### config.mk
export PLATFORM = sky130hd
export DESIGN_NAME = mips_trace_buffer
export DESIGN_NICKNAME = d
export VERILOG_FILES = /design/src/rtl/mips_trace_buffer.sv
export SDC_FILE = /design/constraint.sdc
export NUM_CORES = 1
export LEC_CHECK = 0
export ABC_AREA = 1
export BUFFER_PORTS_ARGS = -buffer_cell sky130_fd_sc_hd__buf_2
export CAP_MARGIN = 20
export CORE_MARGIN = 3
export CORE_UTILIZATION = 50
export CTS_BUF_LIST = sky130_fd_sc_hd__clkbuf_4 sky130_fd_sc_hd__clkbuf_8
export DETAILED_ROUTE_END_ITERATION = 7
export PLACE_DENSITY = 0.67
export SLEW_MARGIN = 10
export SYNTH_ARGS = -nofsm -noshare
export SYNTH_HDL_FRONTEND = slang
export SYNTH_SLANG_ARGS = --single-unit
### constraint.sdc
create_clock -name clk -period 4.61 [get_ports clk]
set_clock_uncertainty 0.05 [all_clocks]
set_input_delay 0.2305 -clock clk [delete_from_list [all_inputs] [get_ports clk]]
set_output_delay 0.2305 -clock clk [all_outputs]
set_load 0.02 [all_outputs]
### src/rtl/mips_trace_buffer.sv
// Instruction-trace capture for the single-cycle MIPS core.
// Circular PC/instr buffer frozen around a trigger PC, drained oldest-first.
module mips_trace_buffer #(
    parameter int ADDR_W    = 32,
    parameter int INSTR_W   = 32,
    parameter int DEPTH     = 16,
    parameter int POST_TRIG = 8
) (
    input  logic                         clk,
    input  logic                         PcReSet,
    input  logic [ADDR_W-1:0]            pc_in,
    input  logic [INSTR_W-1:0]           instr_in,
    input  logic                         valid_in,
    input  logic                         trig_en,
    input  logic [ADDR_W-1:0]            trig_pc,
    input  logic                         arm,
    input  logic                         rd_en,
    output logic [ADDR_W-1:0]            rd_pc,
    output logic [INSTR_W-1:0]           rd_instr,
    output logic                         rd_valid,
    output logic [1:0]                   state,
    output logic [$clog2(DEPTH+1)-1:0]   count,
    output logic                         triggered
);

    localparam int PW = $clog2(DEPTH);
    localparam int CW = $clog2(DEPTH+1);

    typedef enum logic [1:0] {IDLE, ARMED, POST, DONE} state_t;

    state_t cur, nxt;

    logic [ADDR_W+INSTR_W-1:0] mem [DEPTH];
    logic [PW-1:0] wr_ptr, rd_ptr, wr_ptr_nxt;
    logic [CW-1:0] post_cnt, count_nxt;
    logic          do_write, hit, post_last, pop, enter_done;

    assign state = cur;

    always_comb begin
        do_write   = (cur == ARMED || cur == POST) && valid_in && !arm;
        hit        = do_write && cur == ARMED && trig_en && pc_in == trig_pc;
        post_last  = do_write && cur == POST &&
                     (post_cnt + 1'b1 == CW'(POST_TRIG));
        pop        = cur == DONE && rd_en && count != '0 && !arm;
        wr_ptr_nxt = do_write ? wr_ptr + 1'b1 : wr_ptr;
        count_nxt  = (do_write && count != CW'(DEPTH)) ? count + 1'b1 : count;
        nxt        = cur;
        unique case (1'b1)
            arm:       nxt = ARMED;
            hit:       nxt = (POST_TRIG == 0) ? DONE : POST;
            post_last: nxt = DONE;
            default:   nxt = cur;
        endcase
        enter_done = nxt == DONE && cur != DONE;
    end

    always_ff @(posedge clk) begin
        if (do_write) mem[wr_ptr] <= {pc_in, instr_in};
    end

    always_ff @(posedge clk or posedge PcReSet) begin
        if (PcReSet) begin
            cur       <= IDLE;
            wr_ptr    <= '0;
            rd_ptr    <= '0;
            post_cnt  <= '0;
            count     <= '0;
            triggered <= 1'b0;
            rd_valid  <= 1'b0;
            rd_pc     <= '0;
            rd_instr  <= '0;
        end else begin
            cur      <= nxt;
            rd_valid <= pop;
            if (arm) begin
                wr_ptr    <= '0;
                count     <= '0;
                post_cnt  <= '0;
                triggered <= 1'b0;
            end else begin
                wr_ptr <= wr_ptr_nxt;
                count  <= pop ? count - 1'b1 : count_nxt;
                if (hit) begin
                    triggered <= 1'b1;
                    post_cnt  <= '0;
                end else if (do_write && cur == POST) begin
                    post_cnt <= post_cnt + 1'b1;
                end
                // full buffer truncates count to 0, so oldest == wr_ptr
                if (enter_done) rd_ptr <= wr_ptr_nxt - count_nxt[PW-1:0];
                else if (pop)   rd_ptr <= rd_ptr + 1'b1;
                if (pop) {rd_pc, rd_instr} <= mem[rd_ptr];
            end
        end
    end

endmodule

==> results.toml, run 1 <==
[synthesis]
postSynth.asyncResetShare_pct = 7.748
synth_top_area_cells = "edfxtp_1 (70%), o21ai_0 (6.7%), nor2_1 (5.6%)"
synth.avg_cell_area_um2 = 13.08
synth_area_um2 = 43750
synthesis.yosys.warnings = 0
ys_seq_area_share_pct = 75.20
netlist.top_cell.by_area = "edfxtp_1"
synth_cell_type_count = 40
synth.ff_latch_count = 1110
synth_largest_type_area_fraction_pct = 70.28
syn-num-nets = 3465
gate_count_post_synth = 3346
synth_enable_flop_cells = 1024
synthFlopType = "edfxtp_1"

[placed_design]
dpl.cell_count = 4494
dp_slack_ns = 1.610
globalplace.congestion = 0.8215
detailed_place_hpwl_um = 60620
placement.io_buffers = 174

[floorplanning]
die-area_um2 = 91090
die_height_um = 301.8
placeableCoreArea_um2 = 85950
ios = 175
die_width_um = 301.8
row_count = 107
initial_utilization_pct = 50.90

[critical_path]
timing.rr.start = "state[0]$_DFF_PP0_"
worst-path-max-fanout = 18
worst-setup-path-type = "primary input to flop"
crit_path_start = "pc_in[17]"
worstSetupEndpointType = "flop"
cp_launch_type = "primary input"
cp_data_arrival_time_ns = 3.84
critPathRequiredTime_ns = 5.29

[timing]
unrepaired_setup_endpoints_after_global_routing = "no"
slew-limit-headroom_pct = 25.86
endpoints_failing_setup = 0
max_clock_freq_mhz = 316.6
hold_viol_final = 0
report.final.slew_viol_count = 0
final.setup.tns_ns = 0
fin_crit_sh_pct = 68.52
worst_pin_slew_ns = 1.112
postLayoutSetupSlackWorst_ns = 1.451
final_period_minus_worst_setup_slack_ns = 3.159

[grt]
maximum_number_of_pins_on_one_net_before_global_route_repair = 175
grt_use_total_pct = 25.46
overflow = 0
antenna_found_initial = 5
first_pass_grt_wire_length_um = 174200
via_count_of_the_first_global_routing_pass = 27890

[cts]
cts_num_sinks = 1110
ctsHtreeMaxLevel = 4
clk_path_buf_depth = 3
clock_pin_slew_of_the_registers_on_the_worst_case_setup_and_hold_paths_ns = 0.06
tritoncts.num_buffers = 170
cts_tree = "yes"
cts_resized = 0
clk_root_buffer_cell = "clkbuf_8"
clk-insertion-delay-late_ns = 0.83

[route]
post-route-drc-count = 0
detail_route.iter0.violations = 3555
routed_wirelength_um = 116000
firstDrtPassIters = 6
vias_per_cell = 5.913
dr_total_vias = 28880
drt-wirelength-per-cell_um = 23.75
ant_nets = 0

[finish]
design.final.nets = 3715
post_layout_nonfiller_instances = 4884
multi_input_area_um2 = 9799
layout.area.seq_um2 = 32910
num-fill-cells = 6809
syn_to_final_growth_pct = 14.61
final_layout_size_suffix_gt1_share_pct = 15.12

[outcome]
run_status = "complete, no violations"

[worst_hold_path]
timing.hold.worst.start = "trig_pc[20]"
timing.hold.worst.class = "primary input to flop"

[pwr]
maximum_resistive_drop_on_vdd_uv = 297.9
leakagePower_uw = 0.01741
power_per_cell_area_nw_per_um2 = 443.3

[job]
maxCapViolCount = 0
-- stage by stage --
stage | total power (µW) | hold WS [ns] | util (%) | instance area [µm²]
finish | 22230 | 0.1523 | 58.34 | 50140
global route | 23100 | 0.1706 | 58.34 | 50140
CTS | 22330 | 0.08738 | 58.33 | 50140
detailed placement | 14250 | 0.1502 | 53.50 | 45980
global placement | 14210 | 0.1463 | 53.50 | 45980
floorplan | 13190 | 0.2794 | - | 43750
-- metal layers --
layer / part of all wire [%] / track usage (%)
met1: 42 / 36.44
met2: 46 / 38.99
met3: 9.2 / 6.022
met4: 2.2 / 8.168
met5: 0.020 / 0
-- repair_timing --
| action | CTS | global route |
|---|---|---|
| buffers inserted | 0 | 0 |
| endpoints found under the hold margin | 1127 | 0 |
| hold buffers | 74 | 0 |
-- area by class of cell --
type,instances,area share (%)
antenna,2,0.009981
clock inverter,59,0.6862
multi-input combinational,1939,19.54
clock buffer,255,6.126
inverter,67,0.5539
timing repair buffer,308,4.586
tap,1144,2.855
sequential,1110,65.64
-- report_power, final --
group          switching (µW)  internal, µW  total, µW
Sequential                105         11100      11200
Combinational            2060           856       2920
Clock                    3760          4340       8100
-- critical path: stages --
cell	delay, ns
dlygate4sd3_1	0.53
buf_2	0.42
o21ai_0	0.17
nor2_1	0.12
nand3_1	0.06
dlygate4sd3_1	0.57
nor2_1	0.12
dlygate4sd3_1	0.62
nand3_4	0.18
dlygate4sd3_1	0.68
a21oi_1	0.14
-- worst paths after layout --
kind | to | slack, ns | cells past startpoint
max | triggered$_DFFE_PP0P_ | 1.45 | 11
min | state[0]$_DFF_PP0_ | 0.15 | 9
max reg2reg | rd_ptr[3]$_DFFE_PP0P_ | 1.54 | 17
min reg2reg | rd_instr[20]$_DFFE_PP0P_ | 0.42 | 2
max in group asynchronous | rd_ptr[0]$_DFFE_PP0P_ | 2.87 | 5
min in group asynchronous | rd_instr[4]$_DFFE_PP0P_ | 0.46 | 4
-- synthesized netlist by cell type, types with 2 or more instances --
cell type  instances
a21oi_1           27
a22o_1             8
o22ai_1          204
o21ai_0          585
xor2_1            17
inv_2              2
o21a_1            18
buf_1             15
dfrtp_1           86
a2bb2oi_1         12
o21ai_1            9
nand3_1           74
edfxtp_1        1024
xnor2_1           10
o21ai_2            2
o221ai_1          80
clkbuf_1         176
a31oi_1           12
ha_1              16
nor2_1           649
nand2_2            3
nand4_1            2
nand2_1          196
nand2_4            4
buf_2             37
inv_1             64
-- layout by cell type (no fill, tap or decap), types with 12 or more instances in the layout --
master	n
a21oi_1	27
a2bb2oi_1	12
a31oi_1	12
buf_12	19
buf_2	174
buf_4	41
clkbuf_4	70
clkbuf_8	185
clkinv_1	26
clkinv_2	19
dfrtp_1	82
dlygate4sd3_1	74
edfxtp_1	1024
ha_1	16
inv_1	59
nand2_1	196
nand3_1	74
nor2_1	632
nor2_4	18
o21a_1	18
o21ai_0	585
o221ai_1	80
o22ai_1	204
xor2_1	17
-- cell families (layout without fill, tap and decap cells) --
kind of cell,after synthesis,after routing,synth area share (%)
other,0,2,0
adders and majority gates,17,17,0.5033
xor gates and xnor gates,27,27,0.5405
buffers and inverters,297,689,2.691
and+or+nand+nor,934,934,8.425
DFF,1110,1110,75.20
AOI/OAI and AO/OA,961,961,12.64
-- sequential cells by signal (all words and copies together), names as in the netlist --
signal and cells:
triggered 1, rd_ptr 4, rd_instr 32, mem 1024, wr_ptr 4, post_cnt 5
rd_pc 32, state 2, count 5, rd_valid 1
(Power assumes the default switching activity.)
==> inputs of run 2 (changes only) <==
--- a/config.mk
+++ b/config.mk
@@ -12,7 +12,7 @@
 export CORE_UTILIZATION = 50
 export CTS_BUF_LIST = sky130_fd_sc_hd__clkbuf_4 sky130_fd_sc_hd__clkbuf_8
 export DETAILED_ROUTE_END_ITERATION = 7
-export PLACE_DENSITY = 0.67
+export PLACE_DENSITY = 0.65
 export SLEW_MARGIN = 10
 export SYNTH_ARGS = -nofsm -noshare
 export SYNTH_HDL_FRONTEND = slang
==> constraint.sdc (replaced) <==
create_clock -name clk -period 3.25 [get_ports clk]
set_clock_uncertainty 0.05 [all_clocks]
set_input_delay 0.1625 -clock clk [delete_from_list [all_inputs] [get_ports clk]]
set_output_delay 0.1625 -clock clk [all_outputs]
set_load 0.02 [all_outputs]
==> run 2 against run 1 <==
  * Hold slack worse by 0.055 ns
  * Sequential power up 42%
  * Wire length down 3.0%
  * Via count down 1.6%
  * Non-clock buffer count up 18
  * Total power up 43%
  * Highest routed layer unchanged
==> results.toml, run 2 (synthesized netlist as in run 1, its figures left out) <==
[outcome]
run_status = "complete, no violations"

[critical_path]
critical_path_cell_count = 17
cell_by_cell_listing_of_the_critical_path = "inv_1, ha_1, nor2_8, nand2_1, inv_1, nand2_1, xor2_1, ha_1, nand2_1, nor2_1, a211oi_1, xnor2_1, nand2_1, nand2_1, nand3_1, nand2_1, nand2_1"
worstSetupEndpointType = "flop"
cp_slowest_cell = "dfrtp_1"
worst-path-max-fanout = 5
crit_top_cell = "nand2_1"
crit_path_start = "state[0]$_DFF_PP0_"
cp_data_arrival_time_ns = 3.45
destination_of_the_critical_timing_path = "rd_ptr[3]$_DFFE_PP0P_"
r2r-end = "rd_ptr[3]$_DFFE_PP0P_"
timing.rr.start = "state[0]$_DFF_PP0_"
critPathRequiredTime_ns = 3.92
ff2ff_setup_slack_ns = 0.47
path_delay_family = "simple AND/OR/NAND/NOR gates"
worst-setup-path-type = "flop to flop"
reg2reg_depth = 17
max_stage_delay_ns = 0.42
timing.critical_path.buf_inv = 2
cp_launch_type = "flop"

[pwr]
report.power.total_uw = 31760
power_per_cell_area_nw_per_um2 = 627.8
maximum_resistive_drop_on_vdd_uv = 437.9
leakagePower_uw = 0.01762

[cts]
clock_pin_slew_of_the_registers_on_the_worst_case_setup_and_hold_paths_ns = 0.06
cts_tree = "yes"
clk_root_buffer_cell = "clkbuf_8"
clk-insertion-delay-late_ns = 0.83
ctsHtreeMaxLevel = 4
clk_path_buf_depth = 3
cts_num_sinks = 1110
tritoncts.num_buffers = 172

[finish]
layout_commonest_cell = "edfxtp_1"
final_layout_size_suffix_gt1_share_pct = 15.69
syn_to_final_growth_pct = 15.62
layout.cell_area.non_filler_um2 = 50580
layout.core_utilization_pct = 58.85
commonest_cells_after_routing_fill_and_taps_aside = "edfxtp_1 (1024), nor2_1 (632), o21ai_0 (585)"
biggestRegsByFlops = "mem: 1024 flops, rd_instr: 32 flops, rd_pc: 32 flops"
multi_input_area_um2 = 9799
num-fill-cells = 6829
post_layout_nonfiller_instances = 4909
design.final.nets = 3735
top_register = "mem"
largest_register_ffs = 1024
layout.area.seq_um2 = 32910

[timing]
final.setup.tns_ns = 0
final_period_minus_worst_setup_slack_ns = 2.777
endpoints_failing_setup = 0
fin_crit_sh_pct = 85.46
slew-limit-headroom_pct = 38.28
worst_pin_slew_ns = 0.9258
report.final.slew_viol_count = 0
unrepaired_setup_endpoints_after_global_routing = "no"
max_clock_freq_mhz = 360.1
hold_viol_final = 0

[grt]
global_route.peak_usage_layer = "met2"
first_pass_grt_wire_length_um = 170400
grt_use_total_pct = 24.86
via_count_of_the_first_global_routing_pass = 27490
overflow = 0
grt_util_met1_pct = 36.43
maximum_number_of_pins_on_one_net_before_global_route_repair = 188
met3_routing_resource_usage_after_global_routing_pct = 4.694
antenna_found_initial = 7
grtUsageMet2_pct = 38.37

[placed_design]
dpl.cell_count = 4513
placement.io_buffers = 174
detailed_place_hpwl_um = 56940
globalplace.congestion = 0.8177
place_area_um2 = 46330

[floorplanning]
die_width_um = 301.8
row_count = 107
initial_utilization_pct = 50.90
die-area_um2 = 91090
die_height_um = 301.8
ios = 175
placeableCoreArea_um2 = 85950

[worst_hold_path]
timing.hold.worst.class = "primary input to flop"

[route]
drt-wirelength-per-cell_um = 22.92
detail_route.iter0.violations = 2961
routed_wirelength_um = 112500
vias_per_cell = 5.791
post-route-drc-count = 0
dr_total_vias = 28430
ant_nets = 0
firstDrtPassIters = 5

[job]
maxCapViolCount = 0
run 2: worst min path at each step:
stage,startpoint,endpoint,slack (ns),depth (start not counted)
floorplan,instr_in[0],mem[0][0]$_DFFE_PP_,0.21,0
global placement,PcReSet,rd_instr[5]$_DFFE_PP0P_,0.21,2
detailed placement,PcReSet,rd_instr[5]$_DFFE_PP0P_,0.22,2
CTS,trig_pc[16],state[0]$_DFF_PP0_,0.02,7
global route,trig_pc[16],state[0]$_DFF_PP0_,0.08,7
finish,trig_pc[7],state[0]$_DFF_PP0_,0.1,8
run 2: worst register-to-register path, stage by stage (launching register included):
cell and delay [ns]:
dfrtp_1 0.42, inv_1 0.07, ha_1 0.36, nor2_8 0.13, nand2_1 0.10, inv_1 0.14, nand2_1 0.08, xor2_1 0.20
ha_1 0.30, nand2_1 0.07, nor2_1 0.04, a211oi_1 0.22, xnor2_1 0.18, nand2_1 0.07, nand2_1 0.07, nand3_1 0.06
nand2_1 0.07, nand2_1 0.04
run 2: per-layer routing:
metal	vias up	wire, µm
met1	14150	48870
li1	12960	-
met3	139	8935
met4	2	2098
met2	1178	52610
met5	-	13
run 2: layout make-up:
cell class              instances  area share [%]
diodes                          4         0.01979
clock buffers                 256           6.149
clock inverters                63          0.8039
inverters                      67          0.5541
multi-input cells            1939           19.37
flip-flops and latches       1110           65.07
well taps                    1144           2.830
repair buffers                326           5.204
run 2: repair_timing:
action	4_1_cts	5_1_grt
hold buffers	73	0
resized for setup	0	0
setup buffers	0	0
hold endpoints to repair	1137	0
run 2: stage by stage:
step                setup slack [ns]  hold slack, ns
finish                        0.4726         0.09707
global route                  0.1744         0.07605
global placement              0.4663          0.2093
floorplan                    -0.2246          0.2114
CTS                           0.4727         0.02130
detailed placement            0.4885          0.2185
run 2: where the power goes:
group | leakage, µW | total [µW] | switching [µW] | internal, µW
clock | 0.00189 | 11800 | 5380 | 6400
combinational | 0.00534 | 4120 | 2860 | 1260
sequential | 0.0104 | 15900 | 110 | 15700
